[src/rtl/cpu_pkg.sv]
// Shared LEGv8 CPU types and instruction field positions.
package cpu_pkg;

  typedef enum logic [1:0] {
    IDLE,
    REQ,
    WAIT,
    HOLD
  } fetch_state_t;

  localparam int unsigned OPC_MSB     = 31;
  localparam int unsigned OPC_LSB     = 21;
  localparam int unsigned IMM26_MSB   = 25;
  localparam int unsigned IMM19_MSB   = 23;
  localparam int unsigned IMM19_LSB   = 5;
  localparam int unsigned INSTR_BYTES = 4;

  localparam int unsigned OPC_W   = OPC_MSB - OPC_LSB + 1;
  localparam int unsigned IMM26_W = IMM26_MSB + 1;
  localparam int unsigned IMM19_W = IMM19_MSB - IMM19_LSB + 1;

endpackage

[src/rtl/branch_target.sv]
// Next-PC computation for B (imm26) and CB-type (imm19) branches, or sequential pc+4.
module branch_target
  import cpu_pkg::*;
#(
  parameter int unsigned ADDR_W = 64
) (
  input  logic [ADDR_W-1:0] pc,
  input  logic [31:0]       instr,
  input  logic              BrTaken,
  input  logic              UncondBr,
  output logic [ADDR_W-1:0] next_pc
);

  logic [ADDR_W-1:0] imm26_off;
  logic [ADDR_W-1:0] imm19_off;
  logic [ADDR_W-1:0] seq_pc;

  // Word offsets become byte offsets by appending two zero bits.
  assign imm26_off = {{(ADDR_W - IMM26_W - 2){instr[IMM26_MSB]}}, instr[IMM26_MSB:0], 2'b00};
  assign imm19_off = {{(ADDR_W - IMM19_W - 2){instr[IMM19_MSB]}},
                      instr[IMM19_MSB:IMM19_LSB], 2'b00};
  assign seq_pc    = pc + ADDR_W'(INSTR_BYTES);

  always_comb begin
    next_pc = seq_pc;
    if (BrTaken) begin
      next_pc = UncondBr ? (pc + imm26_off) : (pc + imm19_off);
    end
  end

  logic unused_instr;
  assign unused_instr = ^instr[31:IMM26_MSB+1];

endmodule

[src/rtl/instr_fetch.sv]
// LEGv8 fetch unit: owns the PC, issues single outstanding imem requests, holds the word for decode.
module instr_fetch
  import cpu_pkg::*;
#(
  parameter int unsigned           ADDR_W   = 64,
  parameter logic [ADDR_W-1:0]     RESET_PC = '0,
  parameter int unsigned           CNT_W    = 32
) (
  input  logic              clk,
  input  logic              reset,
  output logic              imem_req_valid,
  input  logic              imem_req_ready,
  output logic [ADDR_W-1:0] imem_addr,
  input  logic              imem_rsp_valid,
  input  logic [31:0]       imem_rsp_data,
  output logic              instr_valid,
  input  logic              instr_ready,
  output logic [31:0]       instr,
  output logic [OPC_W-1:0]  opCode,
  output logic [ADDR_W-1:0] pc,
  input  logic              BrTaken,
  input  logic              UncondBr,
  input  logic              halt,
  output logic [CNT_W-1:0]  fetch_count
);

  fetch_state_t      state_q, state_d;
  logic [ADDR_W-1:0] pc_q, pc_d;
  logic [31:0]       instr_q, instr_d;
  logic [CNT_W-1:0]  cnt_q, cnt_d;
  logic [ADDR_W-1:0] next_pc;

  branch_target #(
    .ADDR_W (ADDR_W)
  ) u_branch_target (
    .pc       (pc_q),
    .instr    (instr_q),
    .BrTaken  (BrTaken),
    .UncondBr (UncondBr),
    .next_pc  (next_pc)
  );

  always_ff @(posedge clk) begin
    if (reset) begin
      state_q <= IDLE;
      pc_q    <= RESET_PC;
      instr_q <= '0;
      cnt_q   <= '0;
    end else begin
      state_q <= state_d;
      pc_q    <= pc_d;
      instr_q <= instr_d;
      cnt_q   <= cnt_d;
    end
  end

  always_comb begin
    state_d        = state_q;
    pc_d           = pc_q;
    instr_d        = instr_q;
    cnt_d          = cnt_q;
    imem_req_valid = 1'b0;
    instr_valid    = 1'b0;
    case (state_q)
      IDLE: begin
        if (!halt) state_d = REQ;
      end
      REQ: begin
        imem_req_valid = 1'b1;
        if (imem_req_ready) state_d = WAIT;
      end
      // Only WAIT listens to the response bus, so stale responses are dropped.
      WAIT: begin
        if (imem_rsp_valid) begin
          instr_d = imem_rsp_data;
          state_d = HOLD;
        end
      end
      HOLD: begin
        instr_valid = 1'b1;
        if (instr_ready) begin
          cnt_d   = cnt_q + CNT_W'(1);
          pc_d    = next_pc;
          state_d = halt ? IDLE : REQ;
        end
      end
      default: state_d = IDLE;
    endcase
  end

  assign imem_addr   = pc_q;
  assign pc          = pc_q;
  assign instr       = instr_q;
  assign opCode      = instr_q[OPC_MSB:OPC_LSB];
  assign fetch_count = cnt_q;

endmodule

[config.mk]
export PLATFORM = sky130hd
export DESIGN_NAME = instr_fetch
export DESIGN_NICKNAME = d
export VERILOG_FILES = /design/src/rtl/cpu_pkg.sv /design/src/rtl/branch_target.sv /design/src/rtl/instr_fetch.sv
export SDC_FILE = /design/constraint.sdc
export NUM_CORES = 1
export LEC_CHECK = 0
export CAP_MARGIN = 20
export CORE_MARGIN = 4
export CORE_UTILIZATION = 55
export CTS_BUF_LIST = sky130_fd_sc_hd__clkbuf_2 sky130_fd_sc_hd__clkbuf_4 sky130_fd_sc_hd__clkbuf_8
export CTS_CLUSTER_DIAMETER = 80
export DETAILED_ROUTE_END_ITERATION = 7
export GPL_TIMING_DRIVEN = 0
export PLACE_DENSITY = 0.89
export SKIP_CTS_REPAIR_TIMING = 1
export SYNTH_ARGS = -nofsm -noshare
export SYNTH_HDL_FRONTEND = slang
export SYNTH_SLANG_ARGS = --single-unit
[constraint.sdc]
create_clock -name clk -period 12.4 [get_ports clk]
set_input_delay 1.86 -clock clk [delete_from_list [all_inputs] [get_ports clk]]
set_output_delay 1.86 -clock clk [all_outputs]
set_load 0.05 [all_outputs]
==> metrics.yaml <==
outcome:
  status: "complete, no violations"
timing:
  fin_crit_sh_pct: 45.1
  max_freq_mhz: 179
  period_needed_ns: 5.59
  slew_violations: 0
  tightestPinTransition_ns: 0.927
  rsz0062_at_grt: "false"
  fin_skew_ns: 0.0199
  setup_viol: 0
  tns_ns: 0
  hold_viol_final: 0
  slew_headroom_pct: 38.2
yosys:
  synth_edf_count: 0
  yosys.cell_types.count: 72
  synth_xor_area_share_pct: 6.68
  ys_top_cells_by_area: "dfxtp_1 27%, nand2_1 9.6%, ha_1 8.7%"
  synth_flop_cell: "dfxtp_1"
  yosysWarnings: 0
  synth-simple-area-share_pct: 22.3
  synth_area_sq_um: 9440
  syn_avg_cell_area_sq_um: 7.38
  synth.top_cell.area_share_pct: 27.1
  synth_seq_cells: 128
  yosysSeqAreaShare_pct: 27.1
  synth-adder-area-share_pct: 8.96
  synth_top_family_by_area: "compound AO/OA/AOI/OAI gates"
  synth_top_area_cell: "dfxtp_1"
  synth_compound_area_share_pct: 22.7
  synth-async-reset-ratio_pct: 0
  synthMuxAreaShare_pct: 2.24
  synthCells: 1280
power:
  p_clk_share_pct: 34.6
  p_comb_share_pct: 25.6
  ir_drop_uv: 100
  powerDensity_nw_per_um2: 89.4
  p_leak_nw: 4.89
  sequentialPowerShare_pct: 39.8
  swShare_pct: 35.6
  p_switching_w: 0.000400
  cell_internal_pwr_w: 0.000723
setup_path:
  reg2regPathDepth: 14
  crit_cells: 17
  crit_buf_inv: 3
  crit_fanout: 10
  cpPeakStageDelay_ns: 0.48
  end_kind: "flop"
  cp-start-kind: "input pin"
  crit_slowest_cell: "o21ai_1"
  crit_path_cell_trace: "clkbuf_1 -> clkbuf_1 -> mux2i_1 -> nand2_1 -> ha_1 -> inv_1 -> fa_1 -> nor2b_2 -> o31a_1 -> o21ai_1 -> a21oi_1 -> o21ai_1 -> a21oi_2 -> a21oi_2 -> or2_1 -> a2111oi_0 -> a311o_1"
  worstPathRequired_ns: 12.74
  crit_type: "input pin to flop"
  arrival_ns: 5.93
  crit_family: "compound AO/OA/AOI/OAI gates"
cells_and_area:
  layout.nets: 1648
  final_util_pct: 75.2
  final_cell_mix: "241 x nand2_1, 238 x clkdlybuf4s50_1, 164 x a21oi_1, 128 x dfxtp_1, 77 x buf_4"
  num-fill-cells: 1311
  drive_above_1_share_pct: 8.82
  finalInstanceArea_sq_um: 12600
  area_growth_pct: 33.0
  regArea_sq_um: 2560
  final_common_cell: "nand2_1"
  stdcell_count: 1774
  multi_input_comb_area_sq_um: 5960
  n_antenna_cell: 0
placement:
  hpwl_microns: 22900
  port_buffers: 238
  gp_congestion: 0.970
  dpl-instance-area_sq_um: 12100
  placedCellCount: 1742
grt:
  antenna_found_initial: 0
  gr-total-overflow: 0
  grt_max_degree: 34
  grt_usage_pct: 29.3
  grt_pass1_wl_microns: 47600
  grt_pass1_vias: 9779
clocking:
  cts.htree.levels: 4
  clkTransAtPathRegs_ns: 0.08
  cts_root_buffer: "clkbuf_8"
  insertion_delay_ns: 0.45
  cts_max_path_buffers: 2
  cts_buffers: 17
  cts_tree: "yes"
  cts.sinks: 128
route:
  detail-route-antenna-nets: 0
  vias: 10200
  wl_microns: 29600
  wire_per_inst_microns: 16.7
  first_iter_violations: 1026
  via_per_inst: 5.72
  drc: 0
  firstDrtPassIters: 5
floorplan:
  start_util_pct: 56.5
  io_pins: 245
  dieHeight_microns: 139
  coreArea_sq_um: 16700
  dieArea_sq_um: 19300
  rows: 47
  die_x_microns: 139
hold_path:
  worstHoldPathType: "flop to flop"
  hold_depth: 2
flow_run:
  drv_cap: 0
[through the flow]
step	worst slack, ns	hold slack [ns]	power [W]
after floorplan	6.07	0.490	0.000645
after global placement	4.37	0.462	0.000730
after detailed placement	6.47	0.464	0.000738
after CTS	6.89	0.478	0.00112
after global routing	6.54	0.507	0.00116
final	6.81	0.475	0.00112
[layout make-up]
| class | count | share of cell area [%] |
|---|---|---|
| Multi-Input combinational cell | 984 | 47.5 |
| Sequential cell | 128 | 20.4 |
| Timing Repair Buffer | 239 | 19.1 |
| Buffer | 140 | 6.57 |
| Tap cell | 220 | 2.19 |
| Clock buffer | 20 | 2.14 |
| Clock inverter | 12 | 1.18 |
| Inverter | 31 | 0.927 |
[power groups by stage]
stage	combinational, W	sequential [W]	clock, W
2_1_floorplan	0.000149	0.000496	0
3_3_place_gp	0.000275	0.000455	0
3_5_place_dp	0.000283	0.000456	0
4_1_cts	0.000286	0.000446	0.000388
5_1_grt	0.000308	0.000449	0.000406
6_report	0.000288	0.000447	0.000389
[kinds of logic after synthesis]
group | after synthesis
muxes | 21
adders and majority gates | 67
other | 1
and+or+nand+nor | 468
xor gates and xnor gates | 72
AOI/OAI and AO/OA | 352
buffers and inverters | 171
DFF | 128
[flip-flops by register name, summed over array words and instances, names as in the netlist]
| name | cells |
|---|---|
| fetch_count | 32 |
| imem_addr | 62 |
| instr | 32 |
| state_q | 2 |
[Yosys cell counts (5+ instances only)]
cell type and number:
o21ai_1 15, nor2b_1 23, nor2_1 70, a31oi_1 12
dfxtp_1 128, inv_1 30, nand2b_1 5, nand2_1 241
a211oi_1 6, or3_1 11, mux2i_1 20, buf_2 8
buf_4 77, o211ai_1 9, and2_1 6, ha_1 66
xnor2_1 30, a21oi_1 164, buf_1 6, clkbuf_1 49
o21ai_0 48, o21a_1 7, xor2_1 42, a21oi_2 5
a21o_1 18, o21bai_1 20, a21boi_0 7, nand4_1 22
and3_1 17, nand3_1 39, nor3_1 17
[layer usage]
| layer | vias to the layer above | GRT usage, % | share of wire [%] |
|---|---|---|---|
| li1 | 4920 | - | - |
| met1 | 4695 | 35.1 | 41 |
| met2 | 491 | 50.9 | 48 |
| met3 | 48 | 8.90 | 9.7 |
| met4 | 0 | 8.24 | 2.1 |
| met5 | - | 0 | 0 |
[path summary, 6_finish.rpt]
kind / end / slack, ns / startpoint
max: imem_addr[50]$_SDFFE_PP0P_ / 6.81 / UncondBr
min: instr[30]$_SDFFE_PP0P_ / 0.47 / instr[30]$_SDFFE_PP0P_
max reg2reg: imem_addr[63]$_SDFFE_PP0P_ / 8.57 / instr[23]$_SDFFE_PP0P_
min reg2reg: instr[30]$_SDFFE_PP0P_ / 0.47 / instr[30]$_SDFFE_PP0P_
[worst min-delay path, cell delays in order, from the launching register on]
cell and delay (ns):
dfxtp_1 0.33, nand2_1 0.05, a21oi_1 0.05
No activity file was read; power rests on OpenSTA's default activity.
